`config.mk`:
```
export PLATFORM = sky130hd
export DESIGN_NAME = mac_tile_wbank
export DESIGN_NICKNAME = d
export VERILOG_FILES = /design/src/rtl/mac_tile_wbank.sv
export SDC_FILE = /design/constraint.sdc
export NUM_CORES = 1
export LEC_CHECK = 0
export ABC_AREA = 1
export BUFFER_PORTS_ARGS = -buffer_cell sky130_fd_sc_hd__buf_4
export CAP_MARGIN = 0
export CORE_ASPECT_RATIO = 1.4
export CORE_MARGIN = 2
export CORE_UTILIZATION = 30
export CTS_CLUSTER_SIZE = 30
export DETAILED_ROUTE_END_ITERATION = 7
export SYNTH_ARGS = -nofsm -noshare
export SYNTH_HDL_FRONTEND = slang
export SYNTH_SLANG_ARGS = --single-unit
```
`constraint.sdc`:
```
create_clock -name clk -period 4.3 [get_ports clk]
set_clock_uncertainty 0.05 [all_clocks]
set_input_delay 0.215 -clock clk [delete_from_list [all_inputs] [get_ports clk]]
set_output_delay 0.215 -clock clk [all_outputs]
set_load 0.02 [all_outputs]
```
`src/rtl/mac_tile_wbank.sv`:
```
// Systolic MAC processing element with a NUM_W-deep weight bank, supporting WS and OS modes.
// Latency: one cycle for every east/south forward. out_s is combinational from registered state in WS mode.
// Backpressure: none. Build option MAC_TILE_SAT_EN saturates the accumulate; without it the accumulate wraps.
module mac_tile_wbank #(
  parameter  int BW      = 4,
  parameter  int PSUM_BW = 16,
  parameter  int NUM_W   = 2,
  localparam int WSW     = $clog2(NUM_W)
) (
  input  logic               clk,
  input  logic               reset,
  input  logic               mode,
  input  logic [BW-1:0]      in_w,
  output logic [BW-1:0]      out_e,
  input  logic [2:0]         inst_w,
  output logic [2:0]         inst_e,
  input  logic [WSW-1:0]     wsel_w,
  output logic [WSW-1:0]     wsel_e,
  input  logic [PSUM_BW-1:0] in_n,
  output logic [PSUM_BW-1:0] out_s,
  output logic               w_full
);

  localparam logic [1:0] ST_EMPTY = 2'd0;
  localparam logic [1:0] ST_FILL  = 2'd1;
  localparam logic [1:0] ST_FULL  = 2'd2;

  localparam logic [WSW-1:0] WPTR_LAST = WSW'(NUM_W - 1);

`ifdef MAC_TILE_SAT_EN
  // The sum is computed wide enough that it can never overflow before clamping.
  localparam int EW = PSUM_BW + 2 * BW + 2;
  localparam logic signed [EW-1:0] SAT_MAX = {{(EW-PSUM_BW+1){1'b0}}, {(PSUM_BW-1){1'b1}}};
  localparam logic signed [EW-1:0] SAT_MIN = {{(EW-PSUM_BW+1){1'b1}}, {(PSUM_BW-1){1'b0}}};
`else
  // Wrapping arithmetic only needs the low PSUM_BW bits of the product and the sum.
  localparam int EW = PSUM_BW;
`endif

  logic [BW-1:0]      a_q, a_d;
  logic [PSUM_BW-1:0] c_q, c_d;
  logic [WSW-1:0]     wsel_q, wsel_d;
  logic [WSW-1:0]     wptr_q, wptr_d;
  logic [2:0]         inst_q, inst_d;
  logic [1:0]         state_q, state_d;
  logic [BW-1:0]      bank_q [NUM_W];
  logic [BW-1:0]      bank_d [NUM_W];

  logic               rearm;
  logic               not_full;
  logic               bank_wr;
  logic [BW-1:0]      w_cur;
  logic signed [EW-1:0] a_ext, w_ext, c_ext, prod_ext, sum_ext;
  logic [PSUM_BW-1:0] mac_res;

  // Load FSM: fill the bank one weight per load token; rearm in WS takes priority over a write.
  always_comb begin
    rearm    = ~mode & inst_w[2];
    not_full = (state_q != ST_FULL);
    state_d  = state_q;
    wptr_d   = wptr_q;
    bank_wr  = 1'b0;
    if (rearm) begin
      state_d = ST_EMPTY;
      wptr_d  = '0;
    end else if (not_full && inst_w[0]) begin
      bank_wr = 1'b1;
      if (wptr_q == WPTR_LAST) begin
        state_d = ST_FULL;
        wptr_d  = '0;
      end else begin
        state_d = ST_FILL;
        wptr_d  = wptr_q + WSW'(1);
      end
    end
  end

  // Bank write port; the MAC path reads bank_q, so a same-cycle execute sees the old weight.
  always_comb begin
    bank_d = bank_q;
    if (bank_wr) begin
      bank_d[wptr_q] = in_w;
    end
  end

  // MAC: unsigned activation times signed weight plus signed accumulator.
  always_comb begin
    w_cur = '0;
    if ({{(32-WSW){1'b0}}, wsel_q} < 32'(NUM_W)) begin
      w_cur = bank_q[wsel_q];
    end
    a_ext    = {{(EW-BW){1'b0}}, a_q};
    w_ext    = {{(EW-BW){w_cur[BW-1]}}, w_cur};
    c_ext    = {{(EW-PSUM_BW){c_q[PSUM_BW-1]}}, c_q};
    prod_ext = a_ext * w_ext;
    sum_ext  = prod_ext + c_ext;
`ifdef MAC_TILE_SAT_EN
    if (sum_ext > SAT_MAX) begin
      mac_res = SAT_MAX[PSUM_BW-1:0];
    end else if (sum_ext < SAT_MIN) begin
      mac_res = SAT_MIN[PSUM_BW-1:0];
    end else begin
      mac_res = sum_ext[PSUM_BW-1:0];
    end
`else
    mac_res = sum_ext[PSUM_BW-1:0];
`endif
  end

  // Forwarding registers and accumulator update; in OS a drain overrides an execute.
  always_comb begin
    a_d    = a_q;
    wsel_d = wsel_q;
    c_d    = c_q;
    if (inst_w[0] | inst_w[1]) begin
      a_d = in_w;
    end
    if (inst_w[1]) begin
      wsel_d = wsel_w;
    end
    // Until the bank is full, the load token is absorbed here and never forwarded east.
    inst_d = {inst_w[2:1], (not_full ? 1'b0 : inst_w[0])};
    if (!mode) begin
      c_d = in_n;
    end else if (inst_w[2]) begin
      c_d = in_n;
    end else if (inst_w[1]) begin
      c_d = mac_res;
    end
  end

  // State registers with synchronous reset.
  always_ff @(posedge clk) begin
    if (reset) begin
      a_q     <= '0;
      c_q     <= '0;
      wsel_q  <= '0;
      wptr_q  <= '0;
      inst_q  <= '0;
      state_q <= ST_EMPTY;
      for (int i = 0; i < NUM_W; i++) begin
        bank_q[i] <= '0;
      end
    end else begin
      a_q     <= a_d;
      c_q     <= c_d;
      wsel_q  <= wsel_d;
      wptr_q  <= wptr_d;
      inst_q  <= inst_d;
      state_q <= state_d;
      for (int i = 0; i < NUM_W; i++) begin
        bank_q[i] <= bank_d[i];
      end
    end
  end

  assign out_e  = a_q;
  assign inst_e = inst_q;
  assign wsel_e = wsel_q;
  assign out_s  = mode ? c_q : mac_res;
  assign w_full = (state_q == ST_FULL);

endmodule

```
; ---- Word-level counts from Yosys, hierarchy flattened
; Index checks and enable logic that the tools add are counted.
[classes]
n_mul = 1
n_lt_le_gt_ge = 3
n_eq_ne = 3
muxes = 14
n_reduce_logical = 4
add_sub_neg = 2
n_bitwise = 5
[op_table]
columns = operator, n
row1 = 16-bit two-way mux, 4
row2 = 9-bit by 16-bit adder with 16-bit output, 1
row3 = 4-bit two-way mux, 4
row4 = 5-bit by 4-bit multiplier with 9-bit output, 1
row5 = 8-bit bitwise mux, 1
row6 = 4-bit demux with 1-bit select, 1
row7 = 2-bit greater-or-equal comparator (second input constant), 2
row8 = 1-bit inverter with 2-bit output, 2
row9 = 2-bit OR reduction, 2
row10 = 1-bit two-way mux, 3
row11 = 3-bit by 1-bit inequality test with 1-bit output (second input constant), 1
row12 = 2-bit == test (second input constant), 1
row13 = 1-bit logical AND, 2
row14 = 2-bit by 1-bit less-than comparator with 1-bit output (second input constant), 1
row15 = 2-bit two-way mux, 1
row16 = 2-bit inequality test (second input constant), 1
row17 = 1-bit adder (second input constant), 1
row18 = 1-bit AND, 1
row19 = 1-bit inverter, 1
row20 = 1-bit bitwise OR, 1
[word_totals]
ff_bits = 35
input_bits = 27

; ---- Longest topological paths before layout
[depth]
ltp_word = 9
ltp_mapped = 20
depth_no_buf = 20

; ---- Worst setup path after synthesis
; OpenSTA, ideal clock, no wires.
[synth_path]
path_kind = reg-to-output
startpoint = register wsel_q (netlist: wsel_e)
endpoint = output port out_s[8]
arrival_ns = 3.721
stages_incl_launch_ff = 14
setup_slack_ns = 0.314
required_time_ns = 4.035
n_path_buf = 1
cell_sequence = dfxtp_1 -> buf_6 -> o21ai_0 -> or2_2 -> fa_1 -> fa_1 -> fa_1 -> fa_1 -> o21ai_2 -> nand2_1 -> nand2_1 -> or2_2 -> nand3_1 -> nand2_1
[synth_between]
elab_chain_cells = 7
[synth_rtl]
columns = item, line_no
row1 = "start, declared", 42  ; logic [WSW-1:0] wsel_q, wsel_d;
row2 = "start signal, assigned", 147  ; wsel_q <= wsel_d;
row3 = 1-bit inverter with 2-bit output (not written as such), 90  ; w_cur = bank_q[wsel_q];
row4 = 4-bit two-way mux (not written as such) (3 in series), 90
row5 = 5-bit by 4-bit multiplier with 9-bit output, 95  ; prod_ext = a_ext * w_ext;
row6 = 9-bit by 16-bit adder with 16-bit output, 96  ; sum_ext = prod_ext + c_ext;
row7 = 16-bit two-way mux, 160  ; assign out_s = mode ? c_q : mac_res;
row8 = "end, declared", 20  ; output logic [PSUM_BW-1:0] out_s,
; Every way passes these cells. The select of a mux whose other input is x is not followed.

; ---- Worst setup path in the final report
[layout_path]
startpoint = register wsel_q (netlist: wsel_e)
endpoint = output port out_s[7]
; Same word-level chain as after synthesis.

==> results_dict.tcl <==
set metrics [dict create \
    drv_cap 0 \
    syn_area_um2 3070 \
    synth_top_area_share_pct 22.2 \
    grt_overflow 0 \
    clkLatencyLatePin_ps 290 \
    avgSynthCellArea_um2 6.91 \
    outcome "complete, no violations" \
    postRouteAntennaNets 0 \
    cts_tree "yes" \
    fin_crit_ps 4230 \
    cts_sinks 34 \
    num_antenna_cells 0 \
    crit_slowest_cell "fa_1" \
    p_sw_w 0.000450 \
    die_h_um 124 \
    yosys.area.top_type "dfxtp_1" \
    path_cells "buf_6 > nand2_4 > o21ai_4 > or2_4 > fa_1 > fa_1 > fa_1 > inv_1 > ha_1 > nand2_1 > nand2_2 > nand3_2 > nand2_2 > or2_2 > nand3_1 > nand2_1 > buf_4" \
    syn_to_final_growth_pct 27.9 \
    grt_setup_unrepaired "true" \
    synthFlopType "dfxtp_1" \
    ys_ff_latch 34 \
    fillers 1048 \
    timing.fmax_mhz 236 \
    grtUsageTotal_pct 15.4 \
    antenna_found_initial 0 \
    cts_root_buf "clkbuf_16" \
    cts-htree-levels 2 \
    hpwl_um 6550 \
    regArea_um2 684 \
    swShare_pct 37.2 \
    core_um2 9950 \
    ioPinCount 52 \
    cellPowerDensity_nw_per_um2 309 \
    cp.arrival_ps 3970 \
    p_leak_nw 2.02 \
    clock_path_buffers 2 \
    drt_pass1_iterations 4 \
    vias 3021 \
    cp_max_fo 6 \
    place_congestion 0.888 \
    fin_area_um2 3920 \
    wl_per_cell_um 13.3 \
    multiInputGateArea_um2 2220 \
    criticalPathCategory "reg -> out" \
    finalWirelength_um 8400 \
    die_w_um 89.5 \
    synth-edff-count 0 \
    start_util_pct 30.8 \
    async_reset_ff_share_pct 0 \
    num_rows 43 \
    synthCells 444 \
    io_buffers 51 \
    grt_max_degree 22 \
    fin_nets 575 \
    combPwrFrac_pct 38.1 \
    synth_most_common_cell "nand2_1" \
    drcViolationCount 0 \
    hold_viol 0 \
    peakVddDrop_mv 0.171 \
    worst_pin_slew_ps 524 \
    crit_family "adder cells" \
    clk_pin_slew_ps 60 \
    layout-drive-gt1-share_pct 22.8 \
    hold_path_class "in -> reg" \
    cts_buffers 5 \
    placed_cell_area_um2 3580 \
    drtIter0Drc 88 \
    ys_seq_area_share_pct 22.2 \
    clockPowerShare_pct 32.6 \
    p_seq_share_pct 29.3 \
    synth.top_cells.by_count "115 x nand2_1, 64 x inv_1, 41 x nor2_1" \
    syn_nets 521 \
    grt_pass1_wl_um 13300 \
    grt_pass1_vias 2900 \
    p_int_w 0.000760 \
    fin_setup_tns_ps 0 \
    crit_buf_inv 3 \
    required_ps 4030 \
    maxSlewViolCount 0 \
    die_area_um2 11100 \
    whs_ps 101 \
    critPathCaptureType "primary output" \
    cpPeakStageDelay_ps 570 \
    ys_types 37 \
    cp-start-kind "register" \
    viasPerCell 4.76 \
    setup_violations 0 \
    yosys-top-cells-area "dfxtp_1 22%, ha_1 16%, nand2_1 14%" \
    ys.warnings.count 0 \
    maxSlewHeadroom_pct 64.9 \
    cp_common_cell "fa_1" \
    period_share_pct 98.4 \
]
==> layout make-up <==
cell class	instances	share of cell area (%)
multi-input combinational	332	56.6
sequential	34	17.4
timing repair buffer	57	11.1
inverter	68	6.63
tap	135	4.31
clock buffer	6	3.54
clock inverter	2	0.415
==> cell families after synthesis <==
| kind of cell | share of synthesized area, % |
|---|---|
| AOI/OAI and AO/OA | 13.8 |
| adders and majority gates | 23.1 |
| buffers and inverters | 10.2 |
| DFF | 22.2 |
| xor gates and xnor gates | 1.71 |
| and+or+nand+nor | 29.0 |
==> sequential cells by signal, indices dropped and copies added (netlist names) <==
signal   flops
wsel_e       1
inst_e       3
out_e        4
bank_q       8
c_ext       16
state_q      2
==> worst reg2reg max path, delay by kind of cell, from the launching register on <==
kind	cells	cell delay, ps
adder cells (fa/ha/maj)	4	1840
flip-flops	1	360
AND/OR/NAND/NOR	8	850
XOR/XNOR	1	160
AO/OA/AOI/OAI	2	190
buffers and inverters	2	190
==> worst paths after layout <==
check | start | endpoint | slack, ps | cells after the start
worst max-delay path | wsel_e | out_s[7] | 70 | 17
worst min-delay path | wsel_w | wsel_e | 100 | 3
worst max register to register | wsel_e | c_ext[9] | 590 | 17
worst min register to register | bank_q[2] | bank_q[2] | 410 | 2
==> routing by layer <==
metal	GRT usage, %	share of wire (%)	vias up
met5	0	0	-
met4	3.73	1.3	0
met3	2.92	4.2	12
met2	28.7	54	68
met1	17.9	40	1400
li1	-	-	1541
==> layout by cell type (no fill, tap or decap), drive strengths merged, types with 3 or more instances in the layout <==
| cell | count |
|---|---|
| a21oi | 27 |
| a22oi | 15 |
| buf | 57 |
| clkbuf | 6 |
| dfxtp | 34 |
| fa | 11 |
| ha | 39 |
| inv | 68 |
| nand2 | 117 |
| nand3 | 25 |
| nand3b | 3 |
| nand4 | 4 |
| nor2 | 45 |
| o21ai | 27 |
| or2 | 6 |
| xor2 | 4 |
==> per-stage QoR <==
step	util (%)	instances	total power, W	setup slack, ps
floorplan	-	444	0.000643	314
global placement	36.0	622	0.000775	125
detailed placement	36.0	622	0.000779	21.9
CTS	37.7	630	0.00118	18.6
global route	39.4	634	0.00129	-39.8
finish	39.4	634	0.00121	68.0
==> what timing repair did <==
action / CTS / global route
setup endpoints to repair: 11 / 11
pin swaps: 1 / 20
gates resized for setup: 6 / 39
setup buffers: 0 / 4
hold buffers: 0 / 0
==> power by group through the flow <==
stage	clock network (W)	logic (W)	registers (W)
2_1_floorplan	0	0.000282	0.000362
3_3_place_gp	0	0.000414	0.000362
3_5_place_dp	0	0.000417	0.000362
4_1_cts	0.000404	0.000423	0.000355
5_1_grt	0.000411	0.000519	0.000358
6_report	0.000395	0.000461	0.000355
Power figures use the tool's default switching activity.
